[src/rtl/regfile_pkg.sv]
// regfile_pkg: constants and shared types for the register-file write arbiter.
//   NUM_REGS / ADDR_W / DATA_W / INIT_VALUE : default register-file geometry
//   arbState_t : arbiter FSM state (INIT clears the file, RUN serves requesters)
//   reqId_t    : requester identity, also used as the round-robin priority value
package regfile_pkg;

  localparam int          NUM_REGS   = 32;
  localparam int          ADDR_W     = 5;
  localparam int          DATA_W     = 32;
  localparam logic [31:0] INIT_VALUE = 32'h0000_0000;

  typedef enum logic {
    INIT = 1'b0,
    RUN  = 1'b1
  } arbState_t;

  typedef enum logic {
    REQ_A = 1'b0,
    REQ_B = 1'b1
  } reqId_t;

  // Requester that does not hold priority; it takes priority after losing.
  function automatic reqId_t otherReq(input reqId_t id);
    otherReq = (id == REQ_A) ? REQ_B : REQ_A;
  endfunction

endpackage

[src/rtl/rr_arbiter2.sv]
// rr_arbiter2: two-input round-robin arbiter with a registered priority bit.
//   clk   : rising-edge clock
//   rst   : asynchronous active-high reset (priority returns to requester A)
//   valid : {B, A} request pair
//   grant : {B, A} one-hot grant (combinational), all-zero when nothing is valid
module rr_arbiter2
  import regfile_pkg::*;
(
  input  logic       clk,
  input  logic       rst,
  input  logic [1:0] valid,
  output logic [1:0] grant
);

  reqId_t prio_r;
  logic   contention_s;

  assign contention_s = valid[0] & valid[1];

  // Grant selection: a lone requester always wins; on contention priority decides.
  always_comb begin
    grant = 2'b00;
    if (contention_s) begin
      grant = (prio_r == REQ_A) ? 2'b01 : 2'b10;
    end else begin
      grant = valid;
    end
  end

  // Priority register: only contention moves priority, and it moves to the loser.
  always_ff @(posedge clk or posedge rst) begin
    if (rst) begin
      prio_r <= REQ_A;
    end else if (contention_s) begin
      prio_r <= otherReq(prio_r);
    end else begin
      prio_r <= prio_r;
    end
  end

endmodule

[src/rtl/regfile_write_arbiter.sv]
// regfile_write_arbiter: owner of the register file's single write port.
// After reset it writes INIT_VALUE to every register (x0 included), then
// shares the port between requester A (ALU writeback) and requester B
// (load writeback) with valid/ready handshakes and round-robin priority.
//   clk, rst                    : clock, asynchronous active-high reset
//   a_valid/a_rd/a_data/a_ready : requester A handshake (ready combinational)
//   b_valid/b_rd/b_data/b_ready : requester B handshake (ready combinational)
//   init_done                   : high once every register has been cleared
//   regWrite/writeRegister/writeData : registered register-file write port
module regfile_write_arbiter #(
  parameter int                NUM_REGS   = regfile_pkg::NUM_REGS,
  parameter int                ADDR_W     = regfile_pkg::ADDR_W,
  parameter int                DATA_W     = regfile_pkg::DATA_W,
  parameter logic [DATA_W-1:0] INIT_VALUE = DATA_W'(regfile_pkg::INIT_VALUE)
) (
  input  logic              clk,
  input  logic              rst,
  input  logic              a_valid,
  input  logic [ADDR_W-1:0] a_rd,
  input  logic [DATA_W-1:0] a_data,
  output logic              a_ready,
  input  logic              b_valid,
  input  logic [ADDR_W-1:0] b_rd,
  input  logic [DATA_W-1:0] b_data,
  output logic              b_ready,
  output logic              init_done,
  output logic              regWrite,
  output logic [ADDR_W-1:0] writeRegister,
  output logic [DATA_W-1:0] writeData
);

  import regfile_pkg::*;

  localparam logic [ADDR_W-1:0] LAST_IDX = ADDR_W'(NUM_REGS - 1);
  localparam logic [ADDR_W-1:0] ZERO_IDX = {ADDR_W{1'b0}};

  arbState_t         state_r;
  logic [ADDR_W-1:0] initCnt_r;
  logic              initDone_r;
  logic              regWrite_r;
  logic [ADDR_W-1:0] writeRegister_r;
  logic [DATA_W-1:0] writeData_r;

  logic [1:0]        reqValid_s;
  logic [1:0]        grant_s;

  // Requests are masked during INIT so the arbiter neither grants nor
  // rotates priority until the file has been cleared; requesters hold.
  assign reqValid_s = (state_r == RUN) ? {b_valid, a_valid} : 2'b00;

  rr_arbiter2 uArb (
    .clk   (clk),
    .rst   (rst),
    .valid (reqValid_s),
    .grant (grant_s)
  );

  assign a_ready       = grant_s[0];
  assign b_ready       = grant_s[1];
  assign init_done     = initDone_r;
  assign regWrite      = regWrite_r;
  assign writeRegister = writeRegister_r;
  assign writeData     = writeData_r;

  // Control FSM with the init sweep and the registered write port.
  always_ff @(posedge clk or posedge rst) begin
    if (rst) begin
      state_r         <= INIT;
      initCnt_r       <= ZERO_IDX;
      initDone_r      <= 1'b0;
      regWrite_r      <= 1'b0;
      writeRegister_r <= ZERO_IDX;
      writeData_r     <= {DATA_W{1'b0}};
    end else begin
      case (state_r)
        INIT: begin
          regWrite_r      <= 1'b1;
          writeRegister_r <= initCnt_r;
          writeData_r     <= INIT_VALUE;
          initCnt_r       <= initCnt_r + ADDR_W'(1);
          if (initCnt_r == LAST_IDX) begin
            state_r    <= RUN;
            initDone_r <= 1'b1;
          end else begin
            state_r    <= INIT;
            initDone_r <= 1'b0;
          end
        end
        RUN: begin
          initDone_r <= 1'b1;
          // x0 writes are accepted (the requester is released) but not enabled.
          if (grant_s[0]) begin
            regWrite_r      <= (a_rd != ZERO_IDX);
            writeRegister_r <= a_rd;
            writeData_r     <= a_data;
          end else if (grant_s[1]) begin
            regWrite_r      <= (b_rd != ZERO_IDX);
            writeRegister_r <= b_rd;
            writeData_r     <= b_data;
          end else begin
            regWrite_r      <= 1'b0;
            writeRegister_r <= writeRegister_r;
            writeData_r     <= writeData_r;
          end
        end
        default: begin
          state_r         <= INIT;
          initCnt_r       <= ZERO_IDX;
          initDone_r      <= 1'b0;
          regWrite_r      <= 1'b0;
          writeRegister_r <= ZERO_IDX;
          writeData_r     <= {DATA_W{1'b0}};
        end
      endcase
    end
  end

endmodule

[config.mk]
export PLATFORM = sky130hd
export DESIGN_NAME = regfile_write_arbiter
export DESIGN_NICKNAME = d
export VERILOG_FILES = /design/src/rtl/regfile_pkg.sv /design/src/rtl/rr_arbiter2.sv /design/src/rtl/regfile_write_arbiter.sv
export SDC_FILE = /design/constraint.sdc
export NUM_CORES = 1
export LEC_CHECK = 0
export CORE_ASPECT_RATIO = 1.25
export CORE_MARGIN = 2
export CORE_UTILIZATION = 39
export CTS_CLUSTER_DIAMETER = 60
export DETAILED_ROUTE_END_ITERATION = 8
export PLACE_DENSITY = 0.77
export SYNTH_ARGS = -nofsm -noshare
export SYNTH_HDL_FRONTEND = slang
export SYNTH_SLANG_ARGS = --single-unit
[constraint.sdc]
create_clock -name clk -period 2 [get_ports clk]
set_input_delay 0.6 -clock clk [delete_from_list [all_inputs] [get_ports clk]]
set_output_delay 0.6 -clock clk [all_outputs]
set_load 0.02 [all_outputs]
==> qor.log <==
[setup_path] category of the worst setup path capture point primary output
[cells_and_area] Syn-to-layout area delta 64.7%
[power_and_ir_drop] leakage component of the power 1.55 nW
[synth] synth warn 0
[placed_design] RePlAce Congestion 0.763
[floorplan] Die Area 6360 µm²
[cells_and_area] most common cell after layout, fill and taps aside clkdlybuf4s50_1
[floorplan] Top-Level Pins 119
[power_and_ir_drop] power density of the placed cells 810 nW/µm²
[setup_path] maximum fanout along the worst path 2
[worst_hold_path] launch instance of the worst min-delay path initCnt_r[3]$_DFFE_PP0N_
[setup_path] slowest stage cell, crit path clkdlybuf4s15_1
[routing] count of nets left with antenna violations after detail routing 0
[setup_path] data required time at the worst endpoint 1.40 ns
[timing] clk_skew 0.00448 ns
[timing] Final setup viols 0
[setup_path] capture point of the worst reg-to-reg path initCnt_r[4]$_DFFE_PP0N_
[timing] Final min period 1.95 ns
[floorplan] Chip Width 71.7 µm
[global_routing] pin count of the biggest net entering global routing 46
[placed_design] IO Port Bufs 118
[global_routing] wire length of the first global-routing pass 10300 µm
[floorplan] chip height 88.7 µm
[setup_path] signal arrival time at the worst endpoint 1.35 ns
[worst_hold_path] Min-Delay Path Depth 1
[global_routing] total routing resource utilization after global routing 20.7%
[placed_design] total cell area at the placement stage 3560 µm²
[synth] Netlist Area Pre-Place 2240 µm²
[cells_and_area] ratio of cells with drive above 1 in the final layout 16.2%
[cts] clock latency of the later-clocked register in the worst-skew pair 0.29 ns
[cts] number of buffers inserted during clock tree synthesis 5
[setup_path] Critical R2R Launch initCnt_r[0]$_DFFE_PP0N_
[routing] via total after detailed routing 2093
[floorplan] core outline area 5480 µm²
[floorplan] Placement Rows 30
[synth] distinct cell type count of the synthesized netlist 34
[power_and_ir_drop] peak ir drop on the vdd network 0.491 mV
[worst_hold_path] class of the most critical hold timing path reg -> reg
[synth] cell type with the highest aggregate area in the netlist dfrtp_1
[setup_path] CP cell instances clkdlybuf4s15_1 > buf_6 > nor2b_2 > nor2_1 > buf_4
[timing] final-report hold violation count 0
[cts] total clock sinks 45
[cells_and_area] commonest cells after routing, fill and taps aside clkdlybuf4s50_1, dfrtp_1, a221o_1
[timing] Setup TNS Final 0 ns
[cts] number of H-tree branching levels 2
[routing] wire length per cell 17.5 µm
[cells_and_area] Non-Filler Cell Area, Final 3680 µm²
[timing] transition time at the pin with the least slew margin 0.365 ns
[setup_path] worst setup slack for register-to-register paths 0.49 ns
[placed_design] half-perimeter wire length after placement 4610 µm
[synth] mean instance size in the synthesized netlist 12.2 µm²
[routing] DRC Markers 0
[routing] wire length after detailed routing 6530 µm
[worst_hold_path] Worst Hold Endpoint initCnt_r[3]$_DFFE_PP0N_
[synth] post-synthesis instance total 183
[synth] Synth Net Count 263
[setup_path] worst-case reg-to-reg path depth 4
[global_routing] number of antenna violations at the first check in global routing 0
[setup_path] Critical Path Start Type input port
[cts] Clock Path Buffers 2
[cts] clock root buffer clkbuf_8
[global_routing] number of global-route vias before repair 2117
[run] max cap viols 0
[synth] number of storage elements in the synthesis netlist 45
[global_routing] sum of overflow across all layers after global routing 0
[outcome] result of the run completed
[placed_design] Post-Place Cells 364
[timing] final critical-path setup slack 0.0462 ns
[cells_and_area] Inserted Diodes 0
[cells_and_area] Fillers 454
[cts] clock transition time at the flip-flop clock pins of the worst setup and hold paths 0.08 ns
[cts] clock tree from TritonCTS built
[setup_path] Setup Crit Path Kind in -> out
[cells_and_area] number of standard cells in the layout, taps in and fillers out 372
[timing] setup repair after global routing missed its margin false
[routing] violation count after the first detailed-routing iteration 165
[timing] f_max 0.512 GHz
[timing] max-slew violation count 0
[setup_path] slowest cell delay on critical path 0.20 ns
[synth] share of Yosys cell area claimed by the top area cell type 50.4%
[routing] DR vias/cell 5.63
[placed_design] worst setup slack after placement -0.676 ns
[cells_and_area] total number of nets in the final design 388
[synth] synth top area cells dfrtp_1, a221o_1, and4_1
[synth] sequential share of the synthesized area 50.4%
[timing] final critical-path share of the clock period 97.7%
[floorplan] effective utilization at floorplan 40.8%
[routing] DRT Pass-1 Iters 4
[timing] Max-Slew Margin vs Limit 75.1%
-- cells in the mapped netlist, drive strengths merged --
master and n:
dfrtp 45, a221o 32, and4 32, buf 16, nor2 9, nor3 6, clkbuf 4, nand2 4
xnor2 4, nor2b 3, a211oi 2, ha 2, inv 2, mux2 2, nand2b 2, nor4 2
or2 2, or4 2, a2111oi 1, a21bo 1, a21oi 1, and3 1, and3b 1, mux2i 1
nand3 1, nand4 1, o221ai 1, o22ai 1, o32ai 1, o41ai 1
-- through the flow --
| step | hold WS, ns | total power [mW] | util, % |
|---|---|---|---|
| 6_report | 0.505 | 2.98 | 67.2 |
| 5_1_grt | 0.528 | 3.13 | 67.2 |
| 4_1_cts | 0.511 | 3.01 | 67.2 |
| 3_5_place_dp | 0.488 | 2.34 | 65.0 |
| 3_3_place_gp | 0.486 | 2.32 | 65.0 |
| 2_1_floorplan | 0.460 | 1.73 | - |
-- critical path: cells and delay by family --
kind	cells	cell delay, ns
and+or+nand+nor	2	0.27
buffers and inverters	3	0.48
-- area by class of cell --
cell class	instances	area [µm²]	area share (%)
clock buffer	5	68.8	1.87
inverter	2	7.51	0.204
sequential	45	1130	30.6
clock inverter	2	35.0	0.951
timing repair buffer	138	1380	37.5
multi-input combinational	116	983	26.7
tap	64	80.1	2.17
-- timing repair --
item                       in CTS  in global routing
buffers inserted                1                  0
cloned                          0                  0
resized for setup              18                  1
hold buffers                    0                  0
pin swaps                       1                  1
setup endpoints to repair      35                  1
-- report_power, final --
| part | total [mW] | switching (mW) | internal, mW |
|---|---|---|---|
| combinational | 1.16 | 0.515 | 0.646 |
| sequential | 1.16 | 0.0897 | 1.07 |
| clock | 0.663 | 0.299 | 0.363 |
| total | 2.98 | 0.904 | 2.08 |
-- flip-flops by register name (all words and copies together), names as in the netlist --
register and flops:
initCnt_r 5, init_done 1, regWrite 1, uArb.prio_r 1, writeData 32, writeRegister 5
-- cells by family after synthesis --
kind of cell / after synthesis / share of synthesized area [%]
AND/OR/NAND/NOR: 66 / 22.0
flip-flops: 45 / 50.4
AO/OA/AOI/OAI: 41 / 17.5
buffers and inverters: 22 / 5.99
XOR/XNOR: 4 / 1.57
multiplexers: 3 / 1.45
adder cells (fa/ha/maj): 2 / 1.12
-- how the worst max path moves through the flow --
stage	slack [ns]	from	to	depth (start not counted)
after detailed placement	-0.68	a_valid	a_ready	4
after global placement	-0.69	a_valid	b_ready	5
final	0.05	a_valid	b_ready	5
after CTS	0.01	a_valid	b_ready	5
after global routing	0.02	a_valid	b_ready	5
after floorplan	0.02	b_valid	a_ready	4
-- per-layer routing --
layer  global-route usage (%)  vias to the layer above  share of wire [%]
met3                     5.13                        2                6.4
met2                     37.0                       79                 52
met1                     25.4                     1023                 41
li1                         -                      989                  -
met5                        0                        -                  0
met4                     4.12                        0               0.35
No activity file was read; power rests on OpenSTA's default activity.
